**src/rtl/csr_trap_unit_if.sv**
```systemverilog
// Execute-stage <-> CSR/trap unit bus: instruction fields in, read data and PC redirect out.
interface csr_trap_unit_if #(
    parameter int unsigned XLEN = 64
);
    logic            valid;
    logic            is_system;
    logic [2:0]      func3;
    logic [11:0]     csr_addr;
    logic [XLEN-1:0] src;
    logic            src_idx_zero;
    logic [XLEN-1:0] pc;
    logic [XLEN-1:0] rdata;
    logic            redirect;
    logic [XLEN-1:0] redirect_pc;
    logic            trap_taken;
    logic            illegal;

    modport master (
        output valid, is_system, func3, csr_addr, src, src_idx_zero, pc,
        input  rdata, redirect, redirect_pc, trap_taken, illegal
    );

    modport slave (
        input  valid, is_system, func3, csr_addr, src, src_idx_zero, pc,
        output rdata, redirect, redirect_pc, trap_taken, illegal
    );
endinterface

```
**src/rtl/csr_trap_unit.sv**
```systemverilog
// Machine-mode CSR file, ecall/mret/timer-interrupt trap sequencer and prescaled mtime.
// Define CSR_COUNTERS_EN to add the mcycle (0xB00) and minstret (0xB02) counters.
module csr_trap_unit #(
    parameter int unsigned XLEN        = 64,
    parameter logic [63:0] MSTATUS_RST = 64'ha0000_1800,
    parameter logic [63:0] MTVEC_RST   = 64'h0,
    parameter int unsigned MTIME_DIV   = 1
) (
    input logic             clk,
    input logic             rst,
    csr_trap_unit_if.slave  bus
);
    localparam logic [11:0] A_MSTATUS  = 12'h300;
    localparam logic [11:0] A_MIE      = 12'h304;
    localparam logic [11:0] A_MTVEC    = 12'h305;
    localparam logic [11:0] A_MEPC     = 12'h341;
    localparam logic [11:0] A_MCAUSE   = 12'h342;
    localparam logic [11:0] A_MIP      = 12'h344;
    localparam logic [11:0] A_MTIMECMP = 12'h7C0;
    localparam logic [11:0] A_MTIME    = 12'h7C1;
    localparam logic [11:0] A_MCYCLE   = 12'hB00;
    localparam logic [11:0] A_MINSTRET = 12'hB02;
    localparam logic [11:0] A_MRET     = 12'h302;
    localparam int unsigned PW = (MTIME_DIV > 1) ? $clog2(MTIME_DIV) : 1;
    localparam logic [XLEN-1:0] IRQ_CAUSE = {1'b1, {(XLEN-5){1'b0}}, 4'd7};
    localparam logic [XLEN-1:0] ECALL_CAUSE = XLEN'(11);
    localparam logic [XLEN-1:0] LOW2_MASK = ~XLEN'(3);

    logic            mst_mie, mst_mpie;
    logic [1:0]      mst_mpp;
    logic            mtie;
    logic [XLEN-1:0] mtvec_q, mepc_q, mcause_q;
    logic [63:0]     mtime_q, mtimecmp_q;
    logic [PW-1:0]   presc_q;
`ifdef CSR_COUNTERS_EN
    logic [63:0]     mcycle_q, minstret_q;
`endif

    logic            mtip, tick, known;
    logic [XLEN-1:0] mstatus_rd, csr_val, wdata;
    logic            sys_ok, csr_fn, irq, ecall, mret, csr_wr;

    assign mtip = (mtime_q >= mtimecmp_q);
    assign tick = (presc_q == PW'(MTIME_DIV - 1));

    always_comb begin
        mstatus_rd        = MSTATUS_RST[XLEN-1:0];
        mstatus_rd[3]     = mst_mie;
        mstatus_rd[7]     = mst_mpie;
        mstatus_rd[12:11] = mst_mpp;
    end

    always_comb begin
        known   = 1'b1;
        csr_val = '0;
        case (bus.csr_addr)
            A_MSTATUS:  csr_val = mstatus_rd;
            A_MIE:      csr_val[7] = mtie;
            A_MTVEC:    csr_val = mtvec_q;
            A_MEPC:     csr_val = mepc_q;
            A_MCAUSE:   csr_val = mcause_q;
            A_MIP:      csr_val[7] = mtip;
            A_MTIMECMP: csr_val = mtimecmp_q[XLEN-1:0];
            A_MTIME:    csr_val = mtime_q[XLEN-1:0];
`ifdef CSR_COUNTERS_EN
            A_MCYCLE:   csr_val = mcycle_q[XLEN-1:0];
            A_MINSTRET: csr_val = minstret_q[XLEN-1:0];
`endif
            default:    known = 1'b0;
        endcase
    end

    always_comb begin
        case (bus.func3[1:0])
            2'b10:   wdata = csr_val | bus.src;
            2'b11:   wdata = csr_val & ~bus.src;
            default: wdata = bus.src;
        endcase
    end

    // Interrupt entry outranks everything: it discards the committing instruction.
    assign sys_ok = bus.valid & bus.is_system & ~rst;
    assign csr_fn = (bus.func3 != 3'b000);
    assign irq    = bus.valid & ~rst & mst_mie & mtie & mtip;
    assign ecall  = sys_ok & ~csr_fn & (bus.csr_addr == 12'h000) & ~irq;
    assign mret   = sys_ok & ~csr_fn & (bus.csr_addr == A_MRET) & ~irq;
    assign csr_wr = sys_ok & csr_fn & known & ~irq
                  & ((bus.func3[1:0] == 2'b01) | (bus.func3[1] & ~bus.src_idx_zero));

    assign bus.rdata       = csr_fn ? csr_val : '0;
    assign bus.illegal     = sys_ok & csr_fn & ~known;
    assign bus.trap_taken  = irq | ecall;
    assign bus.redirect    = irq | ecall | mret;
    assign bus.redirect_pc = mret ? mepc_q : mtvec_q;

    always_ff @(posedge clk) begin
        if (rst) begin
            mst_mie    <= MSTATUS_RST[3];
            mst_mpie   <= MSTATUS_RST[7];
            mst_mpp    <= MSTATUS_RST[12:11];
            mtie       <= 1'b0;
            mtvec_q    <= MTVEC_RST[XLEN-1:0] & LOW2_MASK;
            mepc_q     <= '0;
            mcause_q   <= '0;
            mtime_q    <= '0;
            mtimecmp_q <= '1;
            presc_q    <= '0;
        end else begin
            if (irq | ecall) begin
                mepc_q   <= bus.pc & LOW2_MASK;
                mcause_q <= irq ? IRQ_CAUSE : ECALL_CAUSE;
                mst_mpie <= mst_mie;
                mst_mie  <= 1'b0;
                mst_mpp  <= 2'b11;
            end else if (mret) begin
                mst_mie  <= mst_mpie;
                mst_mpie <= 1'b1;
                mst_mpp  <= 2'b11;
            end else if (csr_wr) begin
                case (bus.csr_addr)
                    A_MSTATUS: begin
                        mst_mie  <= wdata[3];
                        mst_mpie <= wdata[7];
                        mst_mpp  <= wdata[12:11];
                    end
                    A_MIE:      mtie       <= wdata[7];
                    A_MTVEC:    mtvec_q    <= wdata & LOW2_MASK;
                    A_MEPC:     mepc_q     <= wdata & LOW2_MASK;
                    A_MCAUSE:   mcause_q   <= wdata;
                    A_MTIMECMP: mtimecmp_q <= 64'(wdata);
                    default: ;
                endcase
            end

            // A software mtime write beats a same-cycle tick and restarts the prescaler.
            if (csr_wr && bus.csr_addr == A_MTIME) begin
                mtime_q <= 64'(wdata);
                presc_q <= '0;
            end else if (tick) begin
                mtime_q <= mtime_q + 64'd1;
                presc_q <= '0;
            end else begin
                presc_q <= presc_q + PW'(1);
            end
        end
    end

`ifdef CSR_COUNTERS_EN
    always_ff @(posedge clk) begin
        if (rst) begin
            mcycle_q   <= '0;
            minstret_q <= '0;
        end else begin
            if (csr_wr && bus.csr_addr == A_MCYCLE) mcycle_q <= 64'(wdata);
            else                                    mcycle_q <= mcycle_q + 64'd1;
            if (csr_wr && bus.csr_addr == A_MINSTRET) minstret_q <= 64'(wdata);
            else if (bus.valid && !irq)               minstret_q <= minstret_q + 64'd1;
        end
    end
`endif
endmodule

```
**src/flat_wrapper.sv**
```systemverilog
// flat-port wrapper written by rule: the top's interface ports become plain ports
module csr_trap_unit_flat 
#(
    parameter int unsigned XLEN        = 64,
    parameter logic [63:0] MSTATUS_RST = 64'ha0000_1800,
    parameter logic [63:0] MTVEC_RST   = 64'h0,
    parameter int unsigned MTIME_DIV   = 1
)
  (clk, rst, bus_valid, bus_is_system, bus_func3, bus_csr_addr, bus_src, bus_src_idx_zero, bus_pc, bus_rdata, bus_redirect, bus_redirect_pc, bus_trap_taken, bus_illegal);
  csr_trap_unit_if #(.XLEN(XLEN)) bus_i ();
  input logic clk;
  input logic rst;
  input wire logic [$bits(bus_i.valid)-1:0] bus_valid;
  input wire logic [$bits(bus_i.is_system)-1:0] bus_is_system;
  input wire logic [$bits(bus_i.func3)-1:0] bus_func3;
  input wire logic [$bits(bus_i.csr_addr)-1:0] bus_csr_addr;
  input wire logic [$bits(bus_i.src)-1:0] bus_src;
  input wire logic [$bits(bus_i.src_idx_zero)-1:0] bus_src_idx_zero;
  input wire logic [$bits(bus_i.pc)-1:0] bus_pc;
  output wire logic [$bits(bus_i.rdata)-1:0] bus_rdata;
  output wire logic [$bits(bus_i.redirect)-1:0] bus_redirect;
  output wire logic [$bits(bus_i.redirect_pc)-1:0] bus_redirect_pc;
  output wire logic [$bits(bus_i.trap_taken)-1:0] bus_trap_taken;
  output wire logic [$bits(bus_i.illegal)-1:0] bus_illegal;
  assign bus_i.valid = bus_valid;
  assign bus_i.is_system = bus_is_system;
  assign bus_i.func3 = bus_func3;
  assign bus_i.csr_addr = bus_csr_addr;
  assign bus_i.src = bus_src;
  assign bus_i.src_idx_zero = bus_src_idx_zero;
  assign bus_i.pc = bus_pc;
  assign bus_rdata = bus_i.rdata;
  assign bus_redirect = bus_i.redirect;
  assign bus_redirect_pc = bus_i.redirect_pc;
  assign bus_trap_taken = bus_i.trap_taken;
  assign bus_illegal = bus_i.illegal;
  csr_trap_unit #(.XLEN(XLEN), .MSTATUS_RST(MSTATUS_RST), .MTVEC_RST(MTVEC_RST), .MTIME_DIV(MTIME_DIV)) u_core (.clk(clk), .rst(rst), .bus(bus_i));
endmodule
```
**config.mk**
```make
export PLATFORM = sky130hd
export DESIGN_NAME = csr_trap_unit_flat
export DESIGN_NICKNAME = d
export VERILOG_FILES = /design/src/rtl/csr_trap_unit_if.sv /design/src/rtl/csr_trap_unit.sv /design/src/flat_wrapper.sv
export SDC_FILE = /design/constraint.sdc
export NUM_CORES = 1
export LEC_CHECK = 0
export ABC_AREA = 1
export BUFFER_PORTS_ARGS = -buffer_cell sky130_fd_sc_hd__buf_2
export CAP_MARGIN = 5
export CELL_PAD_IN_SITES_DETAIL_PLACEMENT = 1
export CELL_PAD_IN_SITES_GLOBAL_PLACEMENT = 1
export CORE_UTILIZATION = 37
export DETAILED_ROUTE_END_ITERATION = 7
export PLACE_DENSITY_LB_ADDON = 0.2
export SLEW_MARGIN = 20
export SYNTH_ARGS = -nofsm -noshare
export SYNTH_HDL_FRONTEND = slang
export SYNTH_SLANG_ARGS = --single-unit
```
**constraint.sdc**
```tcl
create_clock -name clk -period 2.6 [get_ports clk]
set_input_delay 0.52 -clock clk [delete_from_list [all_inputs] [get_ports clk]]
set_output_delay 0.52 -clock clk [all_outputs]
set_load 0.01 [all_outputs]
```
==> summary.md, run 1 <==
| Metric | Value |
|---|---|
| DIE AREA | `0.0618 mm2` |
| Worst hold path type | `in -> reg` |
| Share of flip-flops with an asynchronous set or reset | `0` |
| Worst relative slew slack | `0.345` |
| Row Count | `90` |
| CTS tree | `yes` |
| Antenna violations before repair | `2` |
| H-tree depth | `2` |
| Clock Skews | `0.0191 ns` |
| I/O Pins | `279` |
| Synthesized area | `0.0225 mm2` |
| Arrival time worst endpoint | `2.99 ns` |
| Core area | `0.0602 mm2` |
| Setup violations, final | `449` |
| Vias per std cell | `5.64` |
| I/O Buffers | `274` |
| Failing checks | `setup timing` |
| Routed Antenna Nets | `0` |
| Minimum clock period | `3.51 ns` |
| Chip Height | `249 um` |
| Die width | `249 um` |
| Most used DFF post-synth | `dfxtp_1` |
| GR Util All Layers | `0.353` |
| CP Max Fanout | `6` |
| Sequential fraction of the synthesis area | `0.287` |
| First-pass iteration count of the detailed router | `5` |
| RSZ-0062 raised after global routing | `yes` |
| Peak VDD IR | `0.000388 V` |
| Slack of the critical path | `-0.914 ns` |
| Post-DP HPWL | `83.0 mm` |
| CP Launch Type | `flip-flop` |
| Worst reg2reg setup slack | `-0.39 ns` |
| YS warnings | `0` |
| Fmax | `0.285 GHz` |
| Netlist cell types | `49` |
| Setup CP Type | `reg -> out` |
| Place WS | `-0.620 ns` |
| Reg clk slew, reported paths | `0.06 ns` |
| Avg Inst Size Synth | `5.90 um2` |
| MaxCap Viol Count | `0` |
| Area Overhead vs Synth | `41.4%` |
| Outcome | `finished with violations` |
| Setup TNS | `-141.62 ns` |
| Static Leak | `14.9 nW` |
| Hold path cells | `3` |
| Yosys reg bits | `322` |
| # DRC | `0` |
| CP required | `2.08 ns` |
| Tightest Pin Transition | `0.983 ns` |
| Reg2Reg Depth | `17` |
| Final Core Density | `0.528` |
| WL/cell | `22.7 um` |
| EDFF count, synth | `0` |
| TritonCTS sink count | `322` |
| Global route overflow | `0` |
| First-iteration detailed-routing DRC count | `2119` |
| Critical Path Sink Type | `output port` |
| Post-route cell area | `0.0318 mm2` |
| Fin. max-slew vios | `0` |
| Via count | `29500` |
| Placed Area | `0.0282 mm2` |
| Hold Slack | `0.188 ns` |
| Nets@finish | `4630` |
| Post-Syn Instances | `3809` |
| Power per standard cell area | `368 mW/mm2` |
| Largest net degree at the start of global routing | `71` |
| Initial Util | `0.373` |
| GP Congestion | `0.998` |
| First-pass GRT wire length | `171 mm` |
| Share of cells above drive strength 1 | `0.259` |
| Antenna cells | `0` |
| Num CTS Buffers | `41` |
| Clock Tree Buf Depth | `3` |
| Vias in the first global route | `29600` |
| Drt total wl | `119 mm` |
| Fin. Hold Viols | `0` |
| Crit share post-route | `1.35` |
| Clk root buf | `clkbuf_16` |
| Hold_buf cts | `0` |
| Worst-Skew Late Latency | `0.59 ns` |
final timing paths:
path | start | endpoint
worst min-delay path | bus_pc[51] | u_core.mepc_q[51]
worst max register to register | u_core.mtimecmp_q[53] | u_core.mtimecmp_q[52]
worst min register to register | u_core.mtimecmp_q[43] | u_core.mtimecmp_q[43]
worst max-delay path | u_core.mtimecmp_q[53] | bus_redirect_pc[7]
area by class of cell:
cell class | instances | area (um2)
sequential | 322 | 6480
clock inverter | 12 | 93.8
multi-input combinational | 2792 | 14600
tap | 782 | 978
inverter | 478 | 1820
timing repair buffer | 782 | 6580
clock buffer | 63 | 1220
fill | 8060 | 28500
critical path: stages, from the launching register on:
cell	delay [ns]
dfxtp_1	0.36
inv_1	0.11
ha_4	0.29
nand2_1	0.10
nor3_2	0.20
nand2_2	0.12
nor3_4	0.23
nand2_4	0.08
nand2_4	0.10
nand2_8	0.07
nand2_8	0.12
buf_16	0.18
mux2_4	0.32
buf_6	0.12
cell families after synthesis:
kind of cell | after synthesis | share of synthesized area
xor+xnor | 19 | 0.00740
other cells | 1 | 0.000167
buf+inv | 697 | 0.123
fa+ha+maj | 65 | 0.0362
simple gates | 1847 | 0.333
compound gates | 855 | 0.211
flops | 322 | 0.287
mux | 3 | 0.00150
power breakdown:
part	leakage, nW	internal (mW)	switching, mW
Clock	0.646	3.34	2.52
Sequential	2.58	4.94	0.00735
Combinational	11.7	0.324	0.581
routing by layer:
layer	vias to the layer above	GRT usage	wire, um
met1	14500	0.439	49200
met2	1138	0.617	57000
li1	13600	-	-
met5	-	0	29
met4	4	0.132	4960
met3	293	0.0506	7770
timing repair:
action                                 4_1_cts  5_1_grt
endpoints found under the hold margin        0        0
setup endpoints to repair                  449      450
cloned                                       3       17
resized for setup                          193      213
pin swaps                                   52       66
buffers inserted                             9       17
placed cells by master (no fill, tap or decap), drive strengths merged:
cell / netlist / layout
xor2: 17 / 17
clkinvlp: 0 / 3
nand4: 78 / 78
a221oi: 18 / 18
buf: 83 / 767
inv: 473 / 475
or2: 4 / 4
a21o: 3 / 3
nor3: 48 / 48
o211ai: 40 / 40
nand3b: 2 / 2
dfxtp: 322 / 322
and2: 1 / 1
conb: 1 / 3
o21a: 1 / 1
xnor2: 2 / 2
o31ai: 2 / 2
nand2: 1007 / 1007
mux2: 3 / 3
nor4: 11 / 11
a21oi: 309 / 309
o21ai: 309 / 309
nor2: 590 / 590
a31oi: 32 / 32
and3: 2 / 2
ha: 65 / 65
nor3b: 2 / 2
clkbuf: 136 / 78
nand3: 102 / 102
a211oi: 14 / 14
clkinv: 5 / 11
bufinv: 0 / 1
o22ai: 92 / 92
o21bai: 1 / 1
a21boi: 22 / 22
o221ai: 12 / 12
cells in the mapped netlist, drive strengths merged, types with 11 or more instances:
library cell  count  area share
clkbuf          136       0.023
o22ai            92       0.026
buf              83       0.021
a21oi           309       0.069
a31oi            32      0.0089
a211oi           14      0.0047
nor4             11      0.0031
xor2             17      0.0066
o21ai           309       0.069
nand2          1007        0.17
nand4            78       0.022
a21boi           22      0.0073
dfxtp           322        0.29
nor3             48       0.013
nand3           102       0.024
ha               65       0.036
nor2            590        0.10
inv             473       0.079
a221oi           18      0.0070
o221ai           12      0.0047
o211ai           40       0.013
sequential cells by signal, summed over array words and instances (netlist names):
name and cells:
u_core.mepc_q 62, u_core.mtvec_q 62, u_core.presc_q 1, u_core.mtimecmp_q 64
u_core.mtime_q 64, u_core.mtie 1, u_core.mcause_q 64, u_core.mst_mpie 1
u_core.mst_mpp 2, u_core.mst_mie 1
metrics by stage:
step           power [mW]  cells
6_report             11.7   5231
5_1_grt              12.0   5231
4_1_cts              11.7   5200
3_5_place_dp         5.90   5117
3_3_place_gp         5.88   5117
2_1_floorplan        5.42   3811
Note: power is estimated with default switching activity, not from simulation.
==> inputs of run 2 (changes only) <==
--- a/config.mk
+++ b/config.mk
@@ -12,7 +12,8 @@
 export CELL_PAD_IN_SITES_GLOBAL_PLACEMENT = 1
 export CORE_UTILIZATION = 37
 export DETAILED_ROUTE_END_ITERATION = 7
-export PLACE_DENSITY_LB_ADDON = 0.2
+export PLACE_DENSITY = 0.76
+export SETUP_SLACK_MARGIN = 0.5
 export SLEW_MARGIN = 20
 export SYNTH_ARGS = -nofsm -noshare
 export SYNTH_HDL_FRONTEND = slang
==> summary.md, run 2 (synthesis gave the netlist of run 1 again) <==
| Metric | Value |
|---|---|
| First-pass GRT wire length | `191 mm` |
| Chip Height | `249 um` |
| Filler cells | `7830` |
| Post-DP HPWL | `84.2 mm` |
| Setup violations, final | `450` |
| R2R Path Start | `u_core.mtimecmp_q[27]` |
| Clk root buf | `clkbuf_16` |
| Row Count | `90` |
| Via count | `31700` |
| Fmax | `0.256 GHz` |
| Power per standard cell area | `347 mW/mm2` |
| Fin. Hold Viols | `0` |
| MaxCap Viol Count | `0` |
| Vias in the first global route | `32100` |
| Drt total wl | `138 mm` |
| Worst reg2reg setup slack | `-1.13 ns` |
| CP Launch Type | `flip-flop` |
| Worst-Skew Late Latency | `0.61 ns` |
| Commonest non-fill, non-tap cells in the layout | `918 x nand2_1, 491 x nor2_1, 447 x inv_1` |
| Hold EP | `u_core.mepc_q[25]` |
| CP top delay family | `simple AND/OR/NAND/NOR gates` |
| H-tree depth | `2` |
| Crit share post-route | `1.50` |
| # DRC | `0` |
| CTS tree | `yes` |
| Largest regs | `u_core.mcause_q x64, u_core.mtime_q x64, u_core.mtimecmp_q x64` |
| Setup CP Type | `reg -> out` |
| Vias per std cell | `5.97` |
| Static Leak | `15.8 nW` |
| FF-to-FF End | `u_core.mcause_q[57]` |
| Slack of the critical path | `-1.30 ns` |
| I/O Buffers | `274` |
| Non-filler cells, final | `5306` |
| Setup TNS | `-391.97 ns` |
| Clock Tree Buf Depth | `3` |
| Num CTS Buffers | `41` |
| Cell mode on critical path | `nand2_4` |
| CP required | `2.08 ns` |
| I/O Pins | `279` |
| Die width | `249 um` |
| Antenna violations before repair | `3` |
| Outcome | `finished with violations` |
| Minimum clock period | `3.90 ns` |
| Place WS | `-0.689 ns` |
| Hold path cells | `3` |
| FF+latch area | `0.00647 mm2` |
| Clock Skews | `0.0313 ns` |
| Global route overflow | `0` |
| CP cell instances | `inv_1, ha_1, nand2_1, nor2_1, nand2_1, inv_1, a21oi_4, nand2_4, nand2_4, nand2_4, nand2_4, nand2_8, buf_12, buf_6, mux2_4, buf_6` |
| Reg clk slew, reported paths | `0.07 ns` |
| Placed cells | `5143` |
| Worst Hold Launch | `bus_pc[25]` |
| Routed Antenna Nets | `0` |
| Nets@finish | `4711` |
| Worst hold path type | `in -> reg` |
| Core area | `0.0602 mm2` |
| CP Max Fanout | `6` |
| TritonCTS sink count | `322` |
| Hold Slack | `0.172 ns` |
| Failing checks | `setup timing` |
| RSZ-0062 raised after global routing | `yes` |
| DIE AREA | `0.0618 mm2` |
| GP Congestion | `1.01` |
| Largest net degree at the start of global routing | `75` |
| CP max-delay cell | `dfxtp_1` |
| Peak VDD IR | `0.000408 V` |
| Initial Util | `0.373` |
| Multi-input gate area | `0.0157 mm2` |
| Arrival time worst endpoint | `3.38 ns` |
| Area Overhead vs Synth | `52.2%` |
| Reg2Reg Depth | `22` |
| Antenna cells | `0` |
| Worst path buffer plus inverter count | `5` |
| CP startpoint | `u_core.mtimecmp_q[27]` |
| Critical Path Sink Type | `output port` |
| Tightest Pin Transition | `0.896 ns` |
| Commonest non-fill, non-tap cell in the layout | `nand2_1` |
| First-iteration detailed-routing DRC count | `3026` |
| Share of cells above drive strength 1 | `0.309` |
| Slowest stage delay, CP | `0.35 ns` |
| Fin. max-slew vios | `0` |
| WL/cell | `26.0 um` |
| GR Util All Layers | `0.399` |
| First-pass iteration count of the detailed router | `6` |
| Worst relative slew slack | `0.403` |
[run 2: repair_timing]
action | in CTS | in global routing
buffers inserted | 38 | 20
gates resized for setup | 273 | 227
cloned | 27 | 9
pin swaps | 44 | 48
hold buffers | 0 | 0
setup endpoints to repair | 450 | 450
[run 2: area by class of cell]
cell class / count / share of cell area
Clock buffer: 62 / 0.0358
Clock inverter: 7 / 0.00289
Inverter: 478 / 0.0533
Multi-Input combinational cell: 2792 / 0.460
Sequential cell: 322 / 0.189
Tap cell: 782 / 0.0286
Timing Repair Buffer: 863 / 0.230
[run 2: per-stage QoR]
stage	power, mW	cell area (um2)	utilization
final	11.9	34200	0.568
after CTS	11.8	33000	0.547
after detailed placement	5.93	29600	0.491
after global placement	5.91	29600	0.491
after global routing	12.1	34200	0.568
after floorplan	5.43	24100	-
[run 2: worst max-delay path by stage]
stage	cells after the start	end
floorplan	17	bus_redirect_pc[51]
global placement	15	bus_redirect
detailed placement	18	u_core.mcause_q[10]
CTS	19	bus_redirect_pc[33]
global route	16	bus_redirect_pc[33]
finish	16	bus_redirect_pc[33]
[run 2: power breakdown]
part / leakage [nW] / internal [mW] / switching (mW)
Sequential: 2.59 / 4.94 / 0.00687
Combinational: 12.6 / 0.361 / 0.654
Clock: 0.648 / 3.43 / 2.50
Total: 15.8 / 8.73 / 3.16
[run 2: per-layer routing]
metal  global-route usage  vias up  share of wire  wire [um]
met5                    0        -       0.000087         12
met3               0.0775      687          0.090      12400
met4                0.252        2          0.079      10900
met1                0.464    15400           0.37      51000
met2                0.673     1844           0.46      63600
li1                     -    13700              -          -
[run 2: worst reg2reg max path, stage by stage, from the launching register on]
cell,delay [ns]
dfxtp_1,0.35
inv_1,0.09
ha_1,0.34
nand2_1,0.13
nor2_1,0.10
nand2_1,0.20
inv_1,0.13
a21oi_4,0.21
nand2_4,0.10
nand2_4,0.09
nand2_4,0.07
nand2_4,0.11
buf_4,0.14
buf_12,0.16
nand2_8,0.09
buf_12,0.14
buf_8,0.14
buf_8,0.14
nor2_4,0.22
buf_4,0.18
buf_16,0.18
nand2_1,0.11
a21oi_1,0.22
